## config.mk

```make
export PLATFORM = sky130hd
export DESIGN_NAME = mem_stage_cache
export DESIGN_NICKNAME = d
export VERILOG_FILES = /design/src/rtl/mem_stage_pkg.sv /design/src/rtl/cache_dm_array.sv /design/src/rtl/mem_stage_cache.sv
export SDC_FILE = /design/constraint.sdc
export NUM_CORES = 2
export LEC_CHECK = 0
export BUFFER_PORTS_ARGS = -buffer_cell sky130_fd_sc_hd__buf_4
export CAP_MARGIN = 5
export CORE_MARGIN = 3
export CORE_UTILIZATION = 45
export CTS_CLUSTER_DIAMETER = 30
export CTS_CLUSTER_SIZE = 16
export DETAILED_ROUTE_END_ITERATION = 16
export MAX_ROUTING_LAYER = met4
export SYNTH_ARGS = -nofsm -noshare
export SYNTH_HDL_FRONTEND = slang
export SYNTH_HIERARCHICAL = 1
export SYNTH_SLANG_ARGS = --single-unit
```

## constraint.sdc

```tcl
create_clock -name clk -period 15.52 [get_ports clk]
set_clock_uncertainty 0.2 [all_clocks]
set_input_delay 1.552 -clock clk [delete_from_list [all_inputs] [get_ports clk]]
set_output_delay 1.552 -clock clk [all_outputs]
set_load 0.01 [all_outputs]
```

## src/rtl/mem_stage_pkg.sv

```systemverilog
// Shared types and address-split constants for the MEM-stage data cache.
package mem_stage_pkg;

    localparam int BASE_ADDR = 1024;
    localparam int WADDR_W   = 16;
    localparam int LINES     = 64;
    localparam int IDX_W     = 6;
    localparam int TAG_W     = WADDR_W - IDX_W;
    localparam int CNT_W     = 16;

    typedef enum logic [1:0] {
        IDLE    = 2'd0,
        RD_MISS = 2'd1,
        WR      = 2'd2
    } state_t;

endpackage

```

## src/rtl/cache_dm_array.sv

```systemverilog
// Direct-mapped line storage: one word per line, combinational lookup, single write port.
module cache_dm_array
    import mem_stage_pkg::*;
(
    input  logic             clk,
    input  logic             rst,
    input  logic [IDX_W-1:0] index,
    input  logic [TAG_W-1:0] tag,
    output logic             hit,
    output logic [31:0]      rdata,
    input  logic             we,
    input  logic [31:0]      wdata
);

    logic [LINES-1:0] valid;
    logic [TAG_W-1:0] tag_mem  [LINES];
    logic [31:0]      data_mem [LINES];

    always_ff @(posedge clk) begin
        if (rst) begin
            valid <= '0;
        end else if (we) begin
            valid[index] <= 1'b1;
        end
    end

    // Tag and data need no reset; valid gates every use of them.
    always_ff @(posedge clk) begin
        if (we) begin
            tag_mem[index]  <= tag;
            data_mem[index] <= wdata;
        end
    end

    assign hit   = valid[index] && (tag_mem[index] == tag);
    assign rdata = data_mem[index];

endmodule

```

## src/rtl/mem_stage_cache.sv

```systemverilog
// Write-through, no-write-allocate, direct-mapped data cache between the MEM stage and a multi-cycle SRAM.
//   state   | meaning
//   IDLE    | evaluate the current instruction; read hits complete here
//   RD_MISS | waiting for SRAM read data to fill the line
//   WR      | waiting for SRAM to accept a store
module mem_stage_cache
    import mem_stage_pkg::*;
(
    input  logic               clk,
    input  logic               rst,
    input  logic               MEM_R_EN,
    input  logic               MEM_W_EN,
    input  logic [31:0]        addr,
    input  logic [31:0]        wdata,
    output logic [31:0]        rdata,
    output logic               cache_freeze,
    output logic               sram_req,
    output logic               sram_we,
    output logic [WADDR_W-1:0] sram_addr,
    output logic [31:0]        sram_wdata,
    input  logic [31:0]        sram_rdata,
    input  logic               sram_ready,
    output logic [CNT_W-1:0]   hit_count,
    output logic [CNT_W-1:0]   miss_count
);

    state_t             state;
    logic [31:0]        offset;
    logic [WADDR_W-1:0] waddr;
    logic               unused_offset_bits;
    logic               arr_hit;
    logic [31:0]        arr_rdata;
    logic               arr_we;
    logic [31:0]        arr_wdata;

    assign offset             = addr - 32'(BASE_ADDR);
    assign waddr              = offset[WADDR_W+1:2];
    assign unused_offset_bits = ^{offset[31:WADDR_W+2], offset[1:0]};

    assign sram_addr  = waddr;
    assign sram_wdata = wdata;

    cache_dm_array u_array (
        .clk   (clk),
        .rst   (rst),
        .index (waddr[IDX_W-1:0]),
        .tag   (waddr[WADDR_W-1:IDX_W]),
        .hit   (arr_hit),
        .rdata (arr_rdata),
        .we    (arr_we),
        .wdata (arr_wdata)
    );

    // Freeze and request must respond in the same cycle the instruction arrives.
    always_comb begin
        cache_freeze = 1'b0;
        sram_req     = 1'b0;
        sram_we      = 1'b0;
        rdata        = '0;
        arr_we       = 1'b0;
        arr_wdata    = wdata;
        if (!rst) begin
            case (state)
                IDLE: begin
                    if (MEM_W_EN) begin
                        sram_req     = 1'b1;
                        sram_we      = 1'b1;
                        cache_freeze = 1'b1;
                    end else if (MEM_R_EN) begin
                        if (arr_hit) begin
                            rdata = arr_rdata;
                        end else begin
                            sram_req     = 1'b1;
                            cache_freeze = 1'b1;
                        end
                    end
                end
                RD_MISS: begin
                    sram_req     = 1'b1;
                    cache_freeze = !sram_ready;
                    if (sram_ready) begin
                        rdata     = sram_rdata;
                        arr_we    = 1'b1;
                        arr_wdata = sram_rdata;
                    end
                end
                WR: begin
                    sram_req     = 1'b1;
                    sram_we      = 1'b1;
                    cache_freeze = !sram_ready;
                    arr_we       = sram_ready && arr_hit;
                end
                default: ;
            endcase
        end
    end

    always_ff @(posedge clk) begin
        if (rst) begin
            state      <= IDLE;
            hit_count  <= '0;
            miss_count <= '0;
        end else begin
            case (state)
                IDLE: begin
                    if (MEM_W_EN) begin
                        state <= WR;
                    end else if (MEM_R_EN) begin
                        if (arr_hit) begin
                            if (hit_count != '1) hit_count <= hit_count + CNT_W'(1);
                        end else begin
                            state <= RD_MISS;
                            if (miss_count != '1) miss_count <= miss_count + CNT_W'(1);
                        end
                    end
                end
                RD_MISS, WR: begin
                    if (sram_ready) state <= IDLE;
                end
                default: state <= IDLE;
            endcase
        end
    end

endmodule

```

## After elaboration in Yosys (flattened, before gate mapping)

Memory sizes are Yosys's and may differ from the RTL's.
Index checks and enable logic that the tools add are counted.

| word-level totals | value |
|---|---|
| register bits after elaboration | 98 |
| bits in writable memories | 2,688 |
| input port bits | 101 |
| output and inout bits | 115 |
| memories | 2 |

| operators by class | value |
|---|---|
| add/sub/neg operators | 3 |
| $lt $le $gt $ge | 2 |
| equality and inequality tests | 8 |
| mux-type cells | 33 |
| bitwise gates (word level) | 3 |
| reduce and logical (&&, ||, !) cells | 9 |

Memories:

| name | depth | bits a word | rd ports | clocked after memory_dff | wr ports | RTL line | text |
|---|---|---|---|---|---|---|---|
| u_array.data_mem | 64 | 32 | 1 | 0 | 1 | cache_dm_array.sv:17 | `logic [31:0] data_mem [LINES];` |
| u_array.tag_mem | 64 | 10 | 1 | 0 | 1 | cache_dm_array.sv:16 | `logic [TAG_W-1:0] tag_mem [LINES];` |

Operator list:

| cell | count |
|---|---|
| 32-bit two-way mux | 8 |
| 64-bit bitwise OR | 1 |
| 32-bit case mux with 2 select lines | 1 |
| 16-bit by 1-bit adder with 16-bit output, second input constant | 2 |
| 16-bit inequality test, second input constant | 2 |
| 18-bit by 11-bit subtractor with 18-bit output, second input constant | 1 |
| 1-bit two-way mux | 13 |
| 10-bit == test | 1 |
| 5-bit AND reduction | 2 |
| 2-bit two-way mux | 4 |
| 1-bit case mux with 2 select lines | 4 |
| 6-bit by 7-bit < comparator with 1-bit output, second input constant | 1 |
| 1-bit binary-select mux with 6-bit select | 1 |
| 1-bit demux with 6-bit select | 1 |
| 6-bit by 1-bit greater-or-equal comparator with 1-bit output, second input constant | 1 |
| 3-bit inequality test, second input constant | 2 |
| 2-bit case mux with 2 select lines | 1 |
| 1-bit logical AND | 3 |
| 3-bit AND reduction | 1 |
| 2-bit by 1-bit == test with 1-bit output, second input constant | 1 |
| 2-bit == test, second input constant | 1 |
| 2-bit logical NOT | 1 |
| 2-bit by 1-bit inequality test with 1-bit output, second input constant | 1 |
| 1-bit inverter | 2 |
| other kinds (2) | 2 |

## Depth between registers and ports, before layout

| logic depth | value |
|---|---|
| word-level depth | 9 |
| depth in mapped cells | 21 |
| depth with buffers taken out | 14 |

## By module

Netlist, hierarchy kept.

Modules (own cells, without submodules):

| module | instances | cells an instance | area an instance (sq um) | seq. area each (sq um) |
|---|---|---|---|---|
| cache_dm_array | 1 | 5,601 | 102,723.5 | 81,998.6 |
| mem_stage_cache | 1 | 396 | 3,109.2 | 680.7 |

## Worst setup path before layout

No wires, ideal clock.

| path | value |
|---|---|
| kind | input-to-reg |
| from | input addr[10] |
| to | memory u_array.data_mem[26][0] (enable) |
| setup time | 0.496 ns |
| arrival | 9.359 ns |
| slack | 5.466 ns |
| stages | 13 |
| cell sequence | inv_1 ha_1 nand2_1 nor3_1 xor2_1 xnor2_1 nand3_1 nor4_2 a21oi_1 nor3_1 clkbuf_1 nand2_1 nor3_1 |

| on the way | value |
|---|---|
| word-level cells in the longest chain between the ends | 8 |

RTL lines:

| item | RTL line | text |
|---|---|---|
| from (decl) | mem_stage_cache.sv:13 | `input logic [31:0] addr,` |
| 18-bit by 11-bit subtractor with 18-bit output | mem_stage_cache.sv:36 | `assign offset = addr - 32'(BASE_ADDR);` |
| via sram_addr[14] | mem_stage_cache.sv:19 | `output logic [WADDR_W-1:0] sram_addr,` |
| 10-bit == test | cache_dm_array.sv:35 | `assign hit = valid[index] && (tag_mem[index] == tag);` |
| 1-bit logical AND | cache_dm_array.sv:35 |  |
| via arr_hit | mem_stage_cache.sv:31 | `logic arr_hit;` |
| 1-bit logical AND | mem_stage_cache.sv:91 | `arr_we = sram_ready && arr_hit;` |
| 1-bit case mux with 2 select lines | mem_stage_cache.sv:63 | `case (state)` |
| 1-bit two-way mux | mem_stage_cache.sv:62 | `if (!rst) begin` |
| via arr_we | mem_stage_cache.sv:33 | `logic arr_we;` |
| 1-bit two-way mux | cache_dm_array.sv:29 | `if (we) begin` |
| 1-bit two-way mux (implied by the code) | cache_dm_array.sv:31 | `data_mem[index] <= wdata;` |
| to (decl) | cache_dm_array.sv:17 |  |

The timed path passes the listed nets, and every way through them passes these cells.

## Worst setup path after layout

| path | value |
|---|---|
| from | input addr[4] |
| to | output rdata[15] |

| on the way | value |
|---|---|
| word-level cells in the longest chain between the ends | 9 |
| elaborated cells on any way between the ends | 12 |
| classes of those cells | add/sub (1); eq/ne (1); mux (7); reduce/logical (1); memory (2) |

RTL lines:

| item | RTL line | text |
|---|---|---|
| 18-bit by 11-bit subtractor with 18-bit output (*) | mem_stage_cache.sv:36 |  |
| memory 64 x 10 bit / 1-bit binary-select mux with 6-bit select (equally long branches) | -- |  |
| 10-bit == test / 1-bit two-way mux (equally long branches) | cache_dm_array.sv:35 |  |
| 1-bit logical AND (*) | cache_dm_array.sv:35 |  |
| via arr_hit | mem_stage_cache.sv:31 |  |
| 32-bit two-way mux (*) | mem_stage_cache.sv:70 | `if (arr_hit) begin` |
| 32-bit two-way mux (*) | mem_stage_cache.sv:69 | `end else if (MEM_R_EN) begin` |
| 32-bit two-way mux (*) | mem_stage_cache.sv:65 | `if (MEM_W_EN) begin` |
| 32-bit case mux with 2 select lines (*) | mem_stage_cache.sv:63 |  |
| 32-bit two-way mux (*) | mem_stage_cache.sv:62 |  |
| to (decl) | mem_stage_cache.sv:15 | `output logic [31:0] rdata,` |

The timed path passes the listed nets; every way through them passes the cells marked *. The select of a mux whose other input is x is not followed.

==> out/metrics.yaml <==
status:
  outcome: "complete, but fails checks"
  violations: "capacitance limit, slew limit"
finish:
  nFillCells: 17793
  areaGrowthSynthToFinish_pct: 21.7
  drive_gt1_share_pct: 22.7
  nets: 6613
  most-common-layout-cells: "edfxtp_1, a22oi_1, clkbuf_16"
  utilization_pct: 55.2
  final_common_cell: "edfxtp_1"
place:
  port_buffers: 199
  dp_hpwl_mm: 203
  gp_congestion: 0.944
detailed_routing:
  wl_per_cell_um: 38.1
  first_iter_violations: 11300
  wirelength_mm: 383
  drt-pass1-iter-count: 6
  vias: 67445
  viasPerCell: 6.71
  final_antenna_net_count: 0
  remaining_drc_errors: 0
cts:
  clkTransAtPathRegs_ns: 0.04
  cts-resized-gates: 0
  cts_tree: "built"
  cts_buffer_depth: 4
  numClockSinks: 2786
  numCtsBuffers: 532
  htreeDepth: 6
  worstSkewPairLatency_ns: 0.95
  postCtsSetupBuffers: 0
  cts_hold_buf: 0
  root_buffer: "clkbuf_16"
grt:
  grt_pass1_vias: 63405
  gr-usage-all-layers_pct: 31.9
  grt_pass1_wl_mm: 520
  antenna_found_initial: 18
  grt_max_degree: 87
  gr-total-overflow: 0
setup_path:
  crit_fanout: 64
  worstPathArrival_ns: 8.55
  path_buf_inv: 5
  worstPathRequired_ns: 13.77
  crit_slowest_cell: "and4b_2"
  endpoint_kind: "output port"
  worstPathCellList: "buf_8 > buf_4 > and3b_4 > buf_4 > buf_4 > a221oi_1 > and3_1 > o22ai_1 > o41a_1 > o2111ai_1 > nor4_4 > and4b_2 > a22oi_1 > nor2_1 > buf_4"
  cp_common_cell: "buf_4"
  cpLargestDelayFamily: "simple AND/OR/NAND/NOR gates"
  crit_type: "in2out"
  max_stage_delay_ns: 1.08
  cp-start-kind: "primary input"
synth:
  yosys_warnings: 6
  synthCells: 5997
  synth.avg_cell_area_um2: 17.6
  ys_types: 85
  syn-num-nets: 6105
  ys.flop_type: "edfxtp_1"
  synth-seq-cells: 2786
  ys_seq_area_share_pct: 78.1
  postSynth.asyncResetShare_pct: 0
  synth_area_mm2: 0.106
  synth_edf_count: 2688
timing:
  slew_headroom_pct: -0.0956
  period_share_pct: 66.4
  slew_viol_final: 1
  grt_setup_unrepaired: "false"
  tns_ns: 0
  setup_viol: 0
  fin_crit_ns: 10.31
  fmax_mhz: 97.0
  hold_viol_final: 0
  worstMarginPinSlew_ns: 1.50
pwr:
  seqPwrFrac_pct: 41.0
  irDropWorstVdd_v: 0.000139
  p_sw_w: 0.00434
  power_frac_comb_pct: 4.2
  power_density_mw_per_mm2: 157
  pwr-share-clk_pct: 54.8
  p_int_w: 0.0159
  switching_share_pct: 21.5
  leakage_nw: 41.7
flow_run:
  maxCapViolations: 1
floorplan:
  die_h_um: 491
  core_area_mm2: 0.233
  io_pins: 216
  row_count: 177
  start_util_pct: 45.4
  die_w_um: 491
  dieArea_mm2: 0.241
worst_hold_path:
  holdCritPathClass: "reg2reg"
## synthesized netlist by cell type, types with 6 or more instances
cell type | count | area share, %
a211oi_1 | 19 | 0.13
a21oi_1 | 179 | 0.85
a221o_1 | 13 | 0.12
a221oi_1 | 243 | 2.0
a222oi_1 | 17 | 0.16
a22o_1 | 71 | 0.59
a22oi_1 | 600 | 4.3
a311oi_1 | 6 | 0.050
a31oi_1 | 48 | 0.28
a41oi_1 | 29 | 0.24
and2_1 | 8 | 0.047
and3_1 | 8 | 0.047
and3b_1 | 6 | 0.050
buf_1 | 65 | 0.23
buf_2 | 135 | 0.64
buf_4 | 76 | 0.54
buf_6 | 13 | 0.14
clkbuf_1 | 149 | 0.53
dfxtp_1 | 98 | 1.9
edfxtp_1 | 2688 | 76
ha_1 | 7 | 0.083
inv_1 | 14 | 0.050
mux2_1 | 6 | 0.064
mux2_2 | 157 | 1.7
mux2i_1 | 200 | 1.9
mux4_2 | 96 | 2.0
nand2_1 | 128 | 0.45
nand2b_1 | 19 | 0.11
nand3_1 | 38 | 0.18
nand4_1 | 90 | 0.53
nor2_1 | 365 | 1.3
nor2b_1 | 22 | 0.13
nor3_1 | 42 | 0.20
nor4_1 | 34 | 0.20
o211ai_1 | 18 | 0.13
o21ai_0 | 91 | 0.43
o221ai_1 | 23 | 0.19
o22ai_1 | 56 | 0.33
o31ai_1 | 8 | 0.057
or3_1 | 8 | 0.047
or4_1 | 8 | 0.057
xnor2_1 | 6 | 0.050
xor2_1 | 6 | 0.050
## per-layer routing
metal	share of wire, %	global-route usage (%)	up-vias
met5	0	-	-
li1	-	-	25986
met1	37	43.0	34778
met4	4.5	13.2	0
met2	45	46.2	5758
met3	14	8.28	923
## stage by stage
step | hold slack, ns | instance area (µm²) | cells | setup WS (ns) | total power (W)
2_1_floorplan | 0.235 | 106000 | 5997 | 5.47 | 0.00887
3_3_place_gp | 0.244 | 112000 | 9102 | 5.18 | 0.00924
3_5_place_dp | 0.258 | 112000 | 9102 | 5.21 | 0.00925
4_1_cts | 0.269 | 129000 | 10030 | 5.34 | 0.0202
5_1_grt | 0.284 | 129000 | 10039 | 4.94 | 0.0207
6_report | 0.271 | 129000 | 10053 | 5.21 | 0.0202
## worst min-delay path, delay by kind of cell (launching register included)
kind,cells,cell delay (ns)
flip-flops,1,0.32
AND/OR/NAND/NOR,2,0.12
## cells by family (layout without fill, tap and decap cells)
logic type               count (synthesis)  after routing  share of synthesized area [%]
adder cells (fa/ha/maj)                  7              7                         0.0828
multiplexers                           460            460                           5.68
other                                    0             22                              0
AO/OA/AOI/OAI                         1469           1469                           10.2
XOR/XNOR                                12             12                         0.0993
AND/OR/NAND/NOR                        808            808                           3.64
buffers and inverters                  455           1357                           2.14
flip-flops                            2786           2786                           78.1
## power groups by stage
stage,clock (W),combinational [W],sequential (W)
4_1_cts,0.0111,0.000826,0.00830
6_report,0.0111,0.000849,0.00830
2_1_floorplan,0,0.000434,0.00843
5_1_grt,0.0115,0.000870,0.00829
3_5_place_dp,0,0.000822,0.00843
3_3_place_gp,0,0.000812,0.00843
## cell type report
class / instances / area, µm² / area share (%)
inverters: 15 / 61.3 / 0.0476
flip-flops and latches: 2786 / 82700 / 64.2
multi-input cells: 2756 / 21600 / 16.8
clock buffers: 635 / 14100 / 10.9
diodes: 22 / 55.1 / 0.0428
well taps: 3132 / 3920 / 3.04
repair buffers: 414 / 3240 / 2.52
clock inverters: 293 / 3100 / 2.41
## worst paths after layout
kind / startpoint / end / slack [ns] / depth (start not counted)
setup / recovery: addr[4] / rdata[15] / 5.21 / 15
hold / removal: u_array/valid[25]$_SDFFE_PP0P_ / u_array/valid[25]$_SDFFE_PP0P_ / 0.27 / 2
setup reg to reg: u_array/tag_mem[3][0]$_DFFE_PP_ / u_array/tag_mem[49][6]$_DFFE_PP_ / 7.82 / 14
hold reg to reg: u_array/valid[25]$_SDFFE_PP0P_ / u_array/valid[25]$_SDFFE_PP0P_ / 0.27 / 2
## sequential cells by signal, indices dropped and copies added, names as in the netlist
register,count
miss_count,16
u_array/data_mem,2048
hit_count,16
u_array/tag_mem,640
u_array/valid,64
state,2
Power figures use the tool's default switching activity.
